--- config.mk ---
export PLATFORM = sky130hd
export DESIGN_NAME = conf_int_mac_pipe_acc
export DESIGN_NICKNAME = d
export VERILOG_FILES = /design/src/rtl/conf_int_mac_pipe_acc.sv
export SDC_FILE = /design/constraint.sdc
export NUM_CORES = 1
export LEC_CHECK = 0
export CORE_MARGIN = 5
export CORE_UTILIZATION = 50
export DETAILED_ROUTE_END_ITERATION = 10
export GPL_ROUTABILITY_DRIVEN = 0
export PLACE_DENSITY = 0.72
export SLEW_MARGIN = 15
export SYNTH_ARGS = -nofsm -noshare
export SYNTH_HDL_FRONTEND = slang
export SYNTH_SLANG_ARGS = --single-unit
--- constraint.sdc ---
create_clock -name clk -period 5.05 [get_ports clk]
set_input_delay 1.01 -clock clk [delete_from_list [all_inputs] [get_ports clk]]
set_output_delay 1.01 -clock clk [all_outputs]
set_load 0.05 [all_outputs]
--- src/rtl/conf_int_mac_pipe_acc.sv ---
`default_nettype none
// +--------------------------------------------------------------------------+
// | Module      : conf_int_mac_pipe_acc                                      |
// | Description : Two-stage pipelined unsigned integer MAC with operand      |
// |               precision control, valid/ready streaming and multi-beat    |
// |               accumulation with sticky overflow.                         |
// |               d = ((a' * b') mod 2^N) + (c or running accumulator)       |
// |               where a', b' have their low N-P bits cleared.              |
// | Ports       : clk, rst (async, active-low)                               |
// |               in_valid/in_ready   : operand beat handshake               |
// |               a, b, c [N-1:0]     : operands / addend                    |
// |               mode, last          : 0 = single MAC, 1 = accumulate;      |
// |                                     last closes an accumulation          |
// |               out_valid/out_ready : result handshake                     |
// |               d [N-1:0], d_ovf    : result and overflow flag             |
// |               busy                : an accumulation is open              |
// | Revision    : 1.0 - initial release                                      |
// +--------------------------------------------------------------------------+
module conf_int_mac_pipe_acc #(
   parameter int DATA_PATH_BITWIDTH = 16,
   // Legal range is 1..DATA_PATH_BITWIDTH.
   parameter int OP_BITWIDTH        = 16
) (
   input  logic                          clk,
   input  logic                          rst,
   input  logic                          in_valid,
   output logic                          in_ready,
   input  logic [DATA_PATH_BITWIDTH-1:0] a,
   input  logic [DATA_PATH_BITWIDTH-1:0] b,
   input  logic [DATA_PATH_BITWIDTH-1:0] c,
   input  logic                          mode,
   input  logic                          last,
   output logic                          out_valid,
   input  logic                          out_ready,
   output logic [DATA_PATH_BITWIDTH-1:0] d,
   output logic                          d_ovf,
   output logic                          busy
);

   localparam int c_n = DATA_PATH_BITWIDTH;

   // Keeps the top P bits of an operand; all ones when P == N.
   localparam logic [c_n-1:0] c_op_mask = {c_n{1'b1}} << (DATA_PATH_BITWIDTH - OP_BITWIDTH);

   typedef enum logic [0:0] {
      ST_IDLE = 1'b0,
      ST_ACC  = 1'b1
   } state_t;

   // Stage 1
   logic           s1_valid_q, s1_valid_d;
   logic [c_n-1:0] s1_p_q,     s1_p_d;
   logic [c_n-1:0] s1_c_q,     s1_c_d;
   logic           s1_mode_q,  s1_mode_d;
   logic           s1_last_q,  s1_last_d;

   // Accumulation control
   state_t         state_q,      state_d;
   logic [c_n-1:0] acc_q,        acc_d;
   logic           ovf_sticky_q, ovf_sticky_d;

   // Output register
   logic           out_valid_q, out_valid_d;
   logic [c_n-1:0] d_q,         d_d;
   logic           d_ovf_q,     d_ovf_d;

   logic           w_adv;
   logic           w_in_fire;
   logic [c_n-1:0] w_am;
   logic [c_n-1:0] w_bm;
   logic [c_n-1:0] w_p;
   logic [c_n-1:0] w_addend;
   logic [c_n:0]   w_sum;
   logic           w_acc_open;

   // Stage 2 moves whenever the output register is free or being drained.
   assign w_adv     = s1_valid_q && (!out_valid_q || out_ready);
   // Held low during reset so no beat is taken while the pipe is cleared.
   assign in_ready  = rst && (!s1_valid_q || w_adv);
   assign w_in_fire = in_valid && in_ready;

   assign w_am = a & c_op_mask;
   assign w_bm = b & c_op_mask;
   // Only the low N bits of the product are kept, so an N-bit multiply suffices.
   assign w_p  = w_am * w_bm;

   // Mode-0 beats inside an open accumulation must still add c, not acc.
   assign w_acc_open = (state_q == ST_ACC);
   assign w_addend   = (s1_mode_q && w_acc_open) ? acc_q : s1_c_q;
   assign w_sum      = {1'b0, s1_p_q} + {1'b0, w_addend};

   always_comb begin
      s1_valid_d   = s1_valid_q;
      s1_p_d       = s1_p_q;
      s1_c_d       = s1_c_q;
      s1_mode_d    = s1_mode_q;
      s1_last_d    = s1_last_q;
      state_d      = state_q;
      acc_d        = acc_q;
      ovf_sticky_d = ovf_sticky_q;
      out_valid_d  = out_valid_q;
      d_d          = d_q;
      d_ovf_d      = d_ovf_q;

      // Stage 1 load / drain
      if (w_in_fire) begin
         s1_valid_d = 1'b1;
         s1_p_d     = w_p;
         s1_c_d     = c;
         s1_mode_d  = mode;
         s1_last_d  = last;
      end else if (w_adv) begin
         s1_valid_d = 1'b0;
      end

      // An output transfer frees the register unless a new result lands now.
      if (out_valid_q && out_ready) begin
         out_valid_d = 1'b0;
      end

      // Stage 2
      if (w_adv) begin
         if (!s1_mode_q) begin
            out_valid_d = 1'b1;
            d_d         = w_sum[c_n-1:0];
            d_ovf_d     = w_sum[c_n];
         end else if (s1_last_q) begin
            out_valid_d  = 1'b1;
            d_d          = w_sum[c_n-1:0];
            d_ovf_d      = w_sum[c_n] | (w_acc_open & ovf_sticky_q);
            state_d      = ST_IDLE;
            ovf_sticky_d = 1'b0;
         end else begin
            // A first beat starts a fresh sticky history.
            acc_d        = w_sum[c_n-1:0];
            state_d      = ST_ACC;
            ovf_sticky_d = (w_acc_open & ovf_sticky_q) | w_sum[c_n];
         end
      end
   end

   always_ff @(posedge clk or negedge rst) begin
      if (!rst) begin
         s1_valid_q   <= 1'b0;
         s1_p_q       <= '0;
         s1_c_q       <= '0;
         s1_mode_q    <= 1'b0;
         s1_last_q    <= 1'b0;
         state_q      <= ST_IDLE;
         acc_q        <= '0;
         ovf_sticky_q <= 1'b0;
         out_valid_q  <= 1'b0;
         d_q          <= '0;
         d_ovf_q      <= 1'b0;
      end else begin
         s1_valid_q   <= s1_valid_d;
         s1_p_q       <= s1_p_d;
         s1_c_q       <= s1_c_d;
         s1_mode_q    <= s1_mode_d;
         s1_last_q    <= s1_last_d;
         state_q      <= state_d;
         acc_q        <= acc_d;
         ovf_sticky_q <= ovf_sticky_d;
         out_valid_q  <= out_valid_d;
         d_q          <= d_d;
         d_ovf_q      <= d_ovf_d;
      end
   end

   assign out_valid = out_valid_q;
   assign d         = d_q;
   assign d_ovf     = d_ovf_q;
   assign busy      = (state_q == ST_ACC);

endmodule
`default_nettype wire
==> results.toml, run 1 <==
[sta]
final-max-slew-violation-count = 0
finalSetupViolations = 5
rsz0062_at_grt = "true"
fmax_mhz = 191
fin_skew_ns = 0.00416
finalHoldViolations = 0
slew_headroom_pct = 33.9
min_period_over_period_pct = 104
fin_crit_ns = 5.24
tightestPinTransition_ns = 0.988
worst_slack_ns = -0.186

[layout]
regArea_mm2 = 0.00178
area_growth_syn_to_layout_pct = 27.8
n_antenna_cell = 0
fin_cells = 1070
multiInputGateArea_mm2 = 0.00540
nFillCells = 1165
drive_above_1_share_pct = 28.1
layout.nets = 1081

[min_path]
min_from = "s1_p_q[11]$_DFFE_PN0P_"
hold_class = "reg -> reg"

[run_status]
status = "finished with violations"
violations = "negative setup slack"

[yosys]
ys_types = 40
avgSynthCellArea_um2 = 9.96
synth_seq_area_share_pct = 24.0
netlist_area_mm2 = 0.00741
ys_warn_count = 0
synthCells = 744
yosys_register_bits = 71
synth_nets = 944

[floorplan]
rows = 44
initial_utilization_pct = 51.0
die_y_um = 132
die_area_mm2 = 0.0174
pin_count = 74
die_w_um = 132
core_mm2 = 0.0145

[drt]
via_count = 5561
wl_per_cell_um = 16.1
ant_nets = 0
drt_pass1_iterations = 5
route.detailed.drc = 0
drt_iter0_drc = 224
via_per_inst = 5.20
routed_wirelength_um = 17200

[clock_tree]
clk_pin_slew_ns = 0.06
cts_sinks = 71
cts-root-buf = "clkbuf_16"
cts_hold_buf = 0
clk_path_buf_depth = 2
cts_tree = "built"
cts_made_buffers = 9
htree_levels = 3
insertion_delay_ns = 0.33

[place]
dpl.hpwl_um = 13800
port_buffers = 73
dpl_worst_slack_ns = -1.08
place_inst = 1044

[setup_path]
arrival_ns = 5.44
worstPathRequired_ns = 5.25
worst-path-max-fanout = 7
critPathKind = "in -> reg"
crit_path_end_kind = "flop"
r2r_slack_ns = 1.41
crit_path_start = "a[7]"
crit_path_start_kind = "input pin"
timing.rr.start = "s1_mode_q$_DFFE_PN0P_"

[grt]
grt_pass1_vias = 6118
grt_overflow_total = 0
grt_antenna_before_repair = 0
grt_usage_pct = 20.5
grt_first_pass_wirelength_um = 29800
grt_max_degree = 72

[power_and_ir_drop]
power_density_mw_per_mm2 = 638
vdd_drop_max_uv = 473
p_leak_nw = 4.52

[job]
drv_cap = 0
## worst paths after layout
check                                          to  cells after the start
setup reg to reg                d[14]$_DFFE_PN0P_                     11
min in group asynchronous        d[9]$_DFFE_PN0P_                      2
setup / recovery           s1_p_q[14]$_DFFE_PN0P_                     19
hold / removal             s1_p_q[11]$_DFFE_PN0P_                      2
max in group asynchronous   s1_p_q[4]$_DFFE_PN0P_                      2
hold reg to reg            s1_p_q[11]$_DFFE_PN0P_                      2
## final cells by class
type | instances | area share, %
sequential | 71 | 18.8
tap | 184 | 2.43
clock buffer | 10 | 2.52
multi-input combinational | 534 | 57.0
clock inverter | 6 | 0.726
timing repair buffer | 148 | 14.0
inverter | 117 | 4.64
## per-layer routing
metal / track usage (%) / wire length (um)
met2: 35.8 / 8690
met1: 26.1 / 7450
met3: 2.48 / 689
met4: 7.37 / 413
met5: 0 / 0
## cells by family (layout without fill, tap and decap cells)
group           count (synthesis)  count (layout)  share of synthesized area, %
fa+ha+maj                     146             146                          32.8
mux                            66              66                          10.0
buf+inv                       139             281                          7.11
simple gates                  193             193                          12.7
flops                          71              71                          24.0
xor+xnor                       53              53                          6.45
compound gates                 76              76                          6.87
## where the power goes
part           switching (mW)  leakage, nW  internal, mW
logic                    2.28         3.53          2.19
registers               0.130        0.853         0.798
clock network           0.244        0.137         0.397
## critical path: stages
cell,delay [ns]
buf_12,0.11
and2_4,0.15
fa_1,0.53
inv_1,0.05
fa_1,0.50
fa_1,0.43
fa_1,0.51
inv_2,0.04
fa_1,0.47
inv_1,0.05
fa_1,0.49
inv_2,0.04
ha_4,0.21
a21o_1,0.20
a21o_4,0.23
a21oi_2,0.13
o21ai_1,0.08
xnor2_1,0.15
o21ai_1,0.07
## layout by cell type, fill, tap and decap left out, drive strengths merged, types with 2 or more instances in the layout
cell type / instances
clkbuf: 10
o21bai: 3
a31oi: 4
nor3: 3
and2: 69
dlygate4sd2: 4
a21oi: 16
nand2: 95
dfrtp: 71
buf: 96
clkdlybuf4s50: 46
xnor2: 36
fa: 81
clkinvlp: 4
nand3: 5
nand4: 2
mux2: 66
o21ai: 27
o21a: 3
clkdlybuf4s15: 2
a211oi: 3
o31ai: 3
nand2b: 2
nor2: 14
ha: 65
a21o: 11
xor2: 16
inv: 118
## registers in the layout, summed over array words and instances (netlist names)
| name | flops |
|---|---|
| acc_q | 16 |
| d | 16 |
| s1_c_q | 16 |
| s1_p_q | 16 |
| busy | 1 |
| d_ovf | 1 |
| out_valid | 1 |
| ovf_sticky_q | 1 |
| s1_last_q | 1 |
| s1_mode_q | 1 |
| s1_valid_q | 1 |
## metrics by stage
step                hold slack [ns]  TNS [ns]  util [%]  cell area (um^2)  total power [mW]
global placement              0.467     -7.00      61.0              8860              4.98
CTS                           0.495    -0.516      64.6              9380              5.90
detailed placement            0.479     -7.75      61.0              8860              5.12
global route                  0.510     -1.41      65.2              9470              6.62
finish                        0.488    -0.527      65.2              9470              6.04
floorplan                     0.455     -1.27         -              7540              3.96
## synth_stat cells (all sizes together)
master	number	share of area, %
nand2	95	4.9
a41oi	1	0.12
xnor2	36	4.3
nor2	14	0.74
and2	69	5.9
nand4	2	0.17
xor2	16	1.9
nor2b	1	0.084
ha	65	11
xnor3	1	0.30
a31oi	4	0.34
clkbuf	17	0.86
a2111oi	1	0.20
o21a	3	0.30
a211oi	3	0.30
mux2	66	10
buf	5	0.32
o31ai	3	0.30
dfrtp	71	24
inv	117	5.9
o41ai	1	0.37
o21ai	27	1.8
nand3	5	0.34
nor3	3	0.20
fa	81	22
nand3b	1	0.10
a22o	1	0.12
and4	1	0.12
o21ba	1	0.14
o21bai	3	0.30
a21o	11	1.1
a221oi	1	0.35
a21oi	16	1.1
nand2b	2	0.17
## timing repair
item | 4_1_cts | 5_1_grt
resized for setup | 167 | 22
pin swaps | 39 | 12
endpoints found under the setup margin | 9 | 8
buffers inserted | 8 | 1
cloned | 1 | 0
Power figures use the tool's default switching activity.
==> run 2: changes to the inputs <==
==> constraint.sdc (replaced) <==
create_clock -name clk -period 5.05 [get_ports clk]
set_input_delay 1.515 -clock clk [delete_from_list [all_inputs] [get_ports clk]]
set_output_delay 1.515 -clock clk [all_outputs]
set_load 0.05 [all_outputs]
==> run 2 against run 1 <==
The flow still finishes with violations (negative setup slack). Final cell count decreased by 0.37%. Clock-buffer cell count unchanged. Non-clock buffer count decreased by 4. Global-route usage decreased by 0.32 points. Sequential share of layout area increased by 0.11 points. Combinational power increased by 0.9%. Clock power increased by 13%. Sequential power about the same. Clock skew increased by 0.0012 ns. First-iteration DRC count increased by 58%.
==> results.toml, run 2 (synthesis results as in run 1) <==
[clock_tree]
cts_sinks = 71
cts-root-buf = "clkbuf_16"
clk_pin_slew_ns = 0.05
cts_tree = "built"
cts_hold_buf = 0
cts_made_buffers = 9
clk_path_buf_depth = 2
htree_levels = 3
insertion_delay_ns = 0.33

[drt]
ant_nets = 0
wl_per_cell_um = 15.8
drt_pass1_iterations = 4
via_per_inst = 5.21
drt_iter0_drc = 355
via_count = 5551
route.detailed.drc = 0
routed_wirelength_um = 16800

[floorplan]
rows = 44
die_w_um = 132
die_y_um = 132
pin_count = 74
initial_utilization_pct = 51.0
die_area_mm2 = 0.0174
core_mm2 = 0.0145

[grt]
grt_usage_pct = 20.1
grt_pass1_vias = 6224
grt_first_pass_wirelength_um = 29200
grt_antenna_before_repair = 0
grt_max_degree = 72
grt_overflow_total = 0

[setup_path]
r2r_cells = 12
crit_path_end_kind = "flop"
worstPathRequired_ns = 5.23
crit_path_start_kind = "input pin"
arrival_ns = 5.98
critPathKind = "in -> reg"
worst-path-max-fanout = 6

[run_status]
violations = "negative setup slack"
status = "finished with violations"

[layout]
layout.nets = 1077
area_growth_syn_to_layout_pct = 27.0
n_antenna_cell = 0
layout_common_cells = "inv_1, nand2_1, fa_1, dfrtp_1, mux2_2"
layout_commonest_cell = "inv_1"
drive_above_1_share_pct = 28.1
final_core_util_pct = 64.8
fin_cells = 1066
postLayoutCellArea_mm2 = 0.00942

[sta]
worst_slack_ns = -0.744
finalSetupViolations = 8
rsz0062_at_grt = "true"
slew_headroom_pct = 35.6
fin_skew_ns = 0.00531
tightestPinTransition_ns = 0.964
min_period_over_period_pct = 115
finalHoldViolations = 0
fin_crit_ns = 5.79
final-max-slew-violation-count = 0
fmax_mhz = 173

[place]
dpl-instance-area_mm2 = 0.00890
dpl.hpwl_um = 13900
port_buffers = 73
place_inst = 1044

[power_and_ir_drop]
power_density_mw_per_mm2 = 654
p_leak_nw = 4.52
vdd_drop_max_uv = 520

[min_path]
hold_depth = 2
hold_class = "reg -> reg"

[job]
drv_cap = 0
[run 2: routing by layer]
metal | vias to the layer above | GRT usage, % | wire, um
met2 | 146 | 35.5 | 8570
met3 | 42 | 3.13 | 705
li1 | 2626 | - | -
met4 | 0 | 7.94 | 510
met1 | 2737 | 24.7 | 7030
met5 | - | 0 | 0
[run 2: report_power, final]
| group | switching [mW] | total, mW | internal (mW) |
|---|---|---|---|
| logic | 2.29 | 4.51 | 2.23 |
| registers | 0.129 | 0.927 | 0.798 |
| clock network | 0.229 | 0.723 | 0.493 |
| total | 2.64 | 6.16 | 3.52 |
[run 2: worst max-delay path: stages]
cell and delay, ns:
buf_4 0.14, buf_4 0.14, and2_1 0.14, fa_1 0.49, inv_1 0.06, fa_2 0.39, fa_2 0.35, fa_1 0.51
inv_2 0.05, fa_1 0.52, inv_1 0.05, fa_1 0.49, inv_2 0.05, ha_4 0.21, a21o_1 0.19, a21o_1 0.22
o41ai_4 0.23, xnor2_1 0.15, o21ai_1 0.07
[run 2: stage by stage]
stage	total power, mW	setup slack [ns]	hold WS (ns)	TNS [ns]
after floorplan	4.00	-0.901	0.455	-4.41
after global placement	5.03	-1.51	0.467	-12.79
after detailed placement	5.19	-1.61	0.477	-13.67
after CTS	6.09	-0.845	0.492	-4.67
after global routing	6.77	-0.942	0.521	-6.03
final	6.16	-0.744	0.491	-4.42
[run 2: cell type report]
class	count	area, um^2
Multi-Input combinational cell	534	5370
Fill cell	1130	5120
Sequential cell	71	1780
Timing Repair Buffer	144	1260
Inverter	117	439
Clock buffer	10	239
Tap cell	184	230
Clock inverter	6	108
[run 2: path summary, 6_finish.rpt]
kind / start / to / slack [ns]
worst min register to register: d[2]$_DFFE_PN0P_ / d[2]$_DFFE_PN0P_ / 0.49
min in group asynchronous: rst / acc_q[6]$_DFFE_PN0P_ / 1.43
worst max-delay path: a[6] / s1_p_q[15]$_DFFE_PN0P_ / -0.74
max in group asynchronous: rst / s1_p_q[6]$_DFFE_PN0P_ / 3.03
worst min-delay path: d[2]$_DFFE_PN0P_ / d[2]$_DFFE_PN0P_ / 0.49
worst max register to register: s1_mode_q$_DFFE_PN0P_ / d[12]$_DFFE_PN0P_ / 1.52
[run 2: what timing repair did]
| item | in CTS | in global routing |
|---|---|---|
| gates cloned | 1 | 0 |
| setup endpoints to repair | 10 | 9 |
| gates resized for setup | 130 | 46 |
| buffers inserted | 2 | 3 |
| pin swaps | 53 | 34 |
